## config.mk

```make
export PLATFORM = sky130hd
export DESIGN_NAME = pcie_rx_vc_buffer
export DESIGN_NICKNAME = d
export VERILOG_FILES = /design/src/rtl/pcie_rx_vc_buffer.sv
export SDC_FILE = /design/constraint.sdc
export NUM_CORES = 2
export LEC_CHECK = 0
export ABC_AREA = 1
export CORE_ASPECT_RATIO = 1.2
export CORE_MARGIN = 5
export CORE_UTILIZATION = 30
export CTS_CLUSTER_DIAMETER = 150
export DETAILED_ROUTE_END_ITERATION = 12
export PLACE_DENSITY = 0.45
export SKIP_LAST_GASP = 1
export SLEW_MARGIN = 20
export SYNTH_ARGS = -nofsm -noshare
export SYNTH_HDL_FRONTEND = slang
export SYNTH_SLANG_ARGS = --single-unit
```

## constraint.sdc

```tcl
create_clock -name clk -period 16.47 [get_ports clk]
set_input_delay 3.294 -clock clk [delete_from_list [all_inputs] [get_ports clk]]
set_output_delay 3.294 -clock clk [all_outputs]
set_load 0.05 [all_outputs]
```

## src/rtl/pcie_rx_vc_buffer.sv

```systemverilog
// Receive-side PCIe virtual-channel buffer: an in-order TLP FIFO with a show-ahead head and
// flow-control credit return (cumulative CREDITS_ALLOCATED, one credit per TLP slot).
module pcie_rx_vc_buffer #(
  parameter int DATA_WIDTH    = 224,
  parameter int DEPTH         = 16,
  parameter int UPDATE_THRESH = 4,
  parameter int UPDATE_TIMER  = 255
) (
  input  logic                         clk,
  input  logic                         rst_n,
  input  logic                         rx_valid,
  input  logic [DATA_WIDTH-1:0]        rx_data,
  output logic                         tl_valid,
  output logic [DATA_WIDTH-1:0]        tl_data,
  input  logic                         tl_ready,
  output logic                         fc_update_valid,
  output logic [7:0]                   fc_update_credits,
  input  logic                         fc_update_ack,
  output logic [$clog2(DEPTH+1)-1:0]   occupancy,
  output logic                         overflow_err
);

  localparam int PTR_W = $clog2(DEPTH);
  localparam int OCC_W = $clog2(DEPTH + 1);
  localparam int TMR_W = (UPDATE_TIMER > 1) ? $clog2(UPDATE_TIMER) : 1;

  typedef enum logic [1:0] {
    ST_INIT,
    ST_IDLE,
    ST_SEND
  } state_t;

  logic [DATA_WIDTH-1:0] mem [DEPTH];
  logic [PTR_W-1:0]      wr_ptr;
  logic [PTR_W-1:0]      rd_ptr;
  logic                  full;
  logic                  wr_en;
  logic                  pop;

  state_t                state;
  state_t                state_nxt;
  logic [OCC_W-1:0]      pending;
  logic [OCC_W-1:0]      pending_nxt;
  logic [TMR_W-1:0]      timer;
  logic [TMR_W-1:0]      timer_nxt;
  logic [7:0]            credits_nxt;
  logic                  trigger;

  assign full     = (occupancy == OCC_W'(DEPTH));
  assign wr_en    = rx_valid && !full;
  assign tl_valid = (occupancy != '0);
  assign pop      = tl_valid && tl_ready;
  assign tl_data  = tl_valid ? mem[rd_ptr] : '0;

  // Storage array carries no reset; only valid entries are ever presented.
  always_ff @(posedge clk) begin
    if (wr_en) mem[wr_ptr] <= rx_data;
  end

  always_ff @(posedge clk or negedge rst_n) begin
    if (!rst_n) begin
      wr_ptr       <= '0;
      rd_ptr       <= '0;
      occupancy    <= '0;
      overflow_err <= 1'b0;
    end else begin
      if (wr_en) wr_ptr <= (wr_ptr == PTR_W'(DEPTH - 1)) ? '0 : wr_ptr + 1'b1;
      if (pop)   rd_ptr <= (rd_ptr == PTR_W'(DEPTH - 1)) ? '0 : rd_ptr + 1'b1;
      if (wr_en && !pop)      occupancy <= occupancy + 1'b1;
      else if (!wr_en && pop) occupancy <= occupancy - 1'b1;
      // A same-cycle pop does not excuse a write to a full buffer: that slot was never advertised.
      if (rx_valid && full) overflow_err <= 1'b1;
    end
  end

  assign trigger = (pending >= OCC_W'(UPDATE_THRESH)) ||
                   ((pending != '0) && (timer == TMR_W'(UPDATE_TIMER - 1)));

  always_comb begin
    state_nxt   = state;
    credits_nxt = fc_update_credits;
    pending_nxt = pending + OCC_W'(pop);
    timer_nxt   = '0;
    case (state)
      ST_INIT: begin
        state_nxt   = ST_SEND;
        credits_nxt = 8'(DEPTH);
      end
      ST_IDLE: begin
        if (trigger) begin
          credits_nxt = fc_update_credits + 8'(pending);
          pending_nxt = OCC_W'(pop);
          state_nxt   = ST_SEND;
        end else if (pending != '0) begin
          timer_nxt = timer + 1'b1;
        end
      end
      ST_SEND: begin
        if (fc_update_ack) state_nxt = ST_IDLE;
      end
      default: state_nxt = ST_INIT;
    endcase
  end

  always_ff @(posedge clk or negedge rst_n) begin
    if (!rst_n) begin
      state             <= ST_INIT;
      pending           <= '0;
      timer             <= '0;
      fc_update_credits <= '0;
      fc_update_valid   <= 1'b0;
    end else begin
      state             <= state_nxt;
      pending           <= pending_nxt;
      timer             <= timer_nxt;
      fc_update_credits <= credits_nxt;
      fc_update_valid   <= (state_nxt == ST_SEND);
    end
  end

endmodule

```

Word-level counts from Yosys, hierarchy flattened

Memories as Yosys holds them, arrays and structs flattened.
Cells that the tools add are included.

Equal/unequal tests: 8
Muxes and demuxes: 17
Multiply operators: 0
Reduce and logical (&&, ||, !) cells: 16
Add/sub/neg operators: 7
$lt $le $gt $ge: 1
Divide/modulo/power cells: 0
Shift operators: 0
Bitwise logic cells: 0

Operator list:

| kind                                                                                 | count |
|---|---|
| 224-bit two-way mux                                                                  | 1 |
| 8-bit two-way mux                                                                    | 4 |
| 5-bit two-way mux                                                                    | 4 |
| 8-bit one-hot mux with 2 select lines                                                | 1 |
| 5-bit nonzero test                                                                   | 2 |
| 4-bit by 1-bit adder with 4-bit output (second input constant)                       | 2 |
| 8-bit by 1-bit adder with 8-bit output (second input constant)                       | 1 |
| 8-bit by 5-bit adder with 8-bit output                                               | 1 |
| 4-bit == test (second input constant)                                                | 2 |
| 8-bit == test (second input constant)                                                | 1 |
| 4-bit two-way mux                                                                    | 2 |
| 1-bit logical AND                                                                    | 6 |
| 2-bit one-hot mux with 3 select lines                                                | 1 |
| 5-bit by 1-bit adder with 5-bit output                                               | 1 |
| 5-bit by 1-bit adder with 5-bit output (second input constant)                       | 1 |
| 5-bit == test (second input constant)                                                | 1 |
| 5-bit by 3-bit greater-or-equal comparator with 1-bit output (second input constant) | 1 |
| 5-bit by 1-bit subtractor with 5-bit output (second input constant)                  | 1 |
| 2-bit == test (second input constant)                                                | 2 |
| 2-bit two-way mux                                                                    | 2 |
| 2-bit nonzero test                                                                   | 2 |
| 1-bit zero test                                                                      | 3 |
| 2-bit by 1-bit == test with 1-bit output (second input constant)                     | 1 |
| 2-bit zero test                                                                      | 1 |
| 4 further kinds                                                                      | 5 |

Memories: 1
Word-level logic and storage cells: 59
Input port bits: 229
Bits in latches: 0
Memory bits (read-only): 0
RAM bits: 3584
Register bits after elaboration: 38
Output and inout bits: 240

Memories:

| name | words | bits a word | rd ports | clocked after Yosys merged registers in | write ports | RTL line | RTL |
|---|---|---|---|---|---|---|---|
| mem  | 16    | 224         | 1        | 0                                       | 1           | 33       | `logic [DATA_WIDTH-1:0] mem [DEPTH];` |

Logic depth before layout (Yosys ltp)

Depth after elaboration: 7
Gate-level depth with buffers: 13
Gate-level depth less buffers: 13

Least setup slack after synthesis

OpenSTA, ideal clock, no wires.

Path kind: input to register
Start: in rx_valid
End: mem mem[11][0] (enable)
Cell stages on the path: 4
Data required time: 15.657 ns
Library setup time: 0.813 ns
Setup slack: 2.755 ns
Arrival time: 12.903 ns
Cell sequence: nand2_1 -> clkinv_1 -> nand2_1 -> nor2_1

Cells in the longest elaborated chain, start to end: 3

Ends and longest elaborated chain:

| what                                    | RTL line | RTL |
|---|---|---|
| from (decl)                             | 11       | `input logic rx_valid,` |
| 1-bit logical AND                       | 50       | `assign wr_en = rx_valid && !full;` |
| named net wr_en                         | 37       | `logic wr_en;` |
| 1-bit two-way mux                       | 57       | `if (wr_en) mem[wr_ptr] <= rx_data;` |
| 1-bit two-way mux (implied by the code) | 57       |  |
| to (decl)                               | 33       |  |

The timed path passes the listed nets, and every way through them passes these cells.

Worst setup path after layout

Start: reg rd_ptr[0]
End: out tl_data[140]

Cells in the longest elaborated chain, start to end: 2

Ends and longest elaborated chain:

| what                   | RTL line | RTL |
|---|---|---|
| from (decl)            | 35       | `logic [PTR_W-1:0] rd_ptr;` |
| from (signal assigned) | 68       | `if (pop) rd_ptr <= (rd_ptr == PTR_W'(DEPTH - 1)) ? '0 : rd_ptr + 1'b1;` |
| memory 16 x 224 bit    | --       |  |
| 224-bit two-way mux    | 53       | `assign tl_data = tl_valid ? mem[rd_ptr] : '0;` |
| to (decl)              | 14       | `output logic [DATA_WIDTH-1:0] tl_data,` |

Every way passes these cells.

==> reports/results.txt <==
outcome: complete, but fails checks
failing checks: max-slew violations
Clock power frac: 25.6%
Die X: 645 um
routed vias/inst: 4.84
first-pass GRT wire length: 650000 um
die area: 498000 um^2
Initial DRC Count: 6982
# setup viols final: 0
hold buffer count at CTS: 0
unique cell type count in the Yosys netlist: 31
Post-Syn Instances: 12105
Flop pwr share: 34.1%
layout cells sized above 1: 5.57%
period utilization: 65.1%
global placer's final weighted congestion: 0.706
Switching Share: 41.7%
Resized Gates After CTS: 0
synthesis-stage register bit count: 3622
P_leak: 56.8 nW
clk_lat worst skew: 0.99 ns
total power draw: 33.1 mW
Setup Skew: 0.0617 ns
combinational share of power: 40.3%
Synth Area per Inst: 12.0 um^2
Post-Place Worst Slack: 6.77 ns
Die Height: 772 um
Most used DFF post-synth: edfxtp_1
fin crit period: 10.72 ns
Slew HR: -15.7%
Slew @ Worst Pin: 1.74 ns
Final Util: 34.9%
antenna violations before repair: 86
Initial Utilization: 30.0%
post-detail-place hpwl: 218000 um
ANT nets after route: 0
post-route DRC violation count: 0
P_sw: 13.8 mW
CP Max Fanout: 153
# nets final: 12625
Tot GR Track Use: 17.5%
Routed WL per cell: 23.6 um
unrepaired setup endpoints after global routing: false
Buffers on Ports: 468
max-cap check violation count: 0
area grow syn2layout: 16.1%
DR vias: 92785
Clock transition at path regs: 0.06 ns
largest area contributor in the netlist: edfxtp_1
yosys warns: 0
f_max: 93.3 MHz
final setup TNS: 0 ns
crit path DAT: 7.43 ns
CTS tree: yes
First-pass DRT Iterations: 6
maximum vdd drop: 0.197 mV
CP endpoint kind: primary output
Mapped Area: 145000 um^2
FP Rows: 280
Mapped Nets: 12354
top cells by area, synth: edfxtp_1, nor2_1, o21ai_0, nand3_1, nand2_1
clock buffer depth: 4
cts bufs inserted: 394
Overflow after GRT: 0
largest net degree at the start of global routing: 247
# IOs: 469
Synth async-reset ratio: 1.05%
Power Dens Cells: 196 nW/um^2
post-CTS setup buffer count: 0
CTS H-tree lvls: 5
Worst Path Required: 13.18 ns
clk root buf: clkbuf_16
Min-Delay Path Class: flip-flop to flip-flop
Slew Limit Fails: 124
DRT Wirelength: 453000 um
crit path launch type: flip-flop
clk sinks: 3622
Seq/Total Area, Yosys: 74.7%
critical path type: flip-flop to primary output
P_int: 19.3 mW
Hold Vio Cnt, Final: 0
share of the synthesized area in the top cell type: 74.1%
vias in the first global route: 88958
core box area: 484000 um^2
EDFF count, synth: 3584
setup ws final: 5.75 ns
through the flow:
stage,instance area (um^2),cells,hold slack (ns)
floorplan,145000,12105,0.455
global placement,157000,18466,0.463
detailed placement,157000,18466,0.462
CTS,169000,19163,0.478
global route,169000,19172,0.506
finish,169000,19189,0.476
logic make-up (layout without fill, tap and decap cells):
family	Yosys count	count (layout)	synth area share (%)
AND/OR/NAND/NOR	5705	5705	15.8
XOR/XNOR	14	14	0.0844
adder cells (fa/ha/maj)	20	20	0.183
flip-flops	3622	3622	74.7
AO/OA/AOI/OAI	1723	1723	6.11
buffers and inverters	1021	1593	3.06
other	0	26	0
power by group through the flow:
stage | sequential (mW) | clock (mW) | combinational (mW)
after detailed placement | 11.5 | 0 | 13.6
after floorplan | 11.7 | 0 | 8.54
after CTS | 11.3 | 8.72 | 13.6
after global routing | 11.3 | 9.08 | 14.5
final | 11.3 | 8.46 | 13.3
after global placement | 11.5 | 0 | 13.6
cells in the mapped netlist (2+ instances only):
master / n
a21boi_0: 2
a21oi_1: 229
buf_1: 74
buf_2: 250
buf_4: 48
buf_6: 16
clkbuf_1: 382
dfrtp_1: 38
edfxtp_1: 3584
fa_1: 2
ha_1: 18
inv_1: 245
inv_2: 4
nand2_1: 1344
nand3_1: 1268
nand4_1: 4
nor2_1: 3083
nor3b_1: 3
o211ai_1: 96
o21ai_0: 1306
o21ai_1: 86
o21bai_1: 2
xnor2_1: 5
xor2_1: 9
cell type report:
class,instances,area [um^2]
diodes,26,65.1
clock buffers,496,10300
clock inverters,201,1790
fillers,47497,315000
inverters,251,988
multi-input cells,7462,32400
flip-flops and latches,3622,109000
well taps,6486,8120
repair buffers,645,6460
flip-flops by register name, summed over array words and instances, names as in the netlist:
name and count:
mem 3584, rd_ptr 4, timer 8, state 2, occupancy 5, pending 5, wr_ptr 4, fc_update_credits 8
fc_update_valid 1, overflow_err 1
cell usage in the layout (no fill, tap or decap), types with 4 or more instances in the layout:
master,instances
o21ai_0,1306
dfrtp_4,4
a21oi_1,229
buf_12,36
ha_1,18
clkdlybuf4s50_1,467
clkinv_16,12
dfrtp_1,34
clkinv_2,53
xor2_1,9
nand3_1,1268
nand2_1,1344
inv_8,5
clkinv_1,98
nor2_4,16
inv_16,4
edfxtp_1,3584
diode_2,26
clkbuf_16,398
nor2_1,3067
clkinvlp_4,4
buf_4,140
o211ai_1,96
o21ai_1,86
inv_6,7
nand4_1,4
xnor2_1,5
bufinv_16,19
inv_1,245
clkbuf_1,97
critical path, cell delays in order (launching register included):
cell	delay (ns)
dfrtp_4	0.90
buf_4	0.82
buf_12	0.51
buf_4	0.81
buf_4	0.98
nor2_1	0.12
nor2_1	0.11
o21ai_0	0.09
nand3_1	0.14
nand3_1	0.09
a21oi_1	0.46
clkdlybuf4s50_1	0.91
worst paths after layout:
check | to | slack (ns) | cells past startpoint | start
worst min-delay path | overflow_err | 0.48 | 1 | overflow_err
worst min register to register | overflow_err | 0.48 | 1 | overflow_err
worst max-delay path | tl_data[140] | 5.75 | 11 | rd_ptr[0]
max in group asynchronous | rd_ptr[2] | 13.34 | 1 | rst_n
min in group asynchronous | occupancy[0] | 2.45 | 1 | rst_n
worst max register to register | mem[1][170] | 11.32 | 10 | occupancy[0]
layer usage:
layer	vias to the layer above	share of wire, %	GRT usage, %
li1	43084	-	-
met1	47056	45	24.0
met2	1986	48	29.2
met3	619	4.8	2.70
met4	40	2.3	4.12
met5	-	0.051	0
No activity file was read; power rests on OpenSTA's default activity.
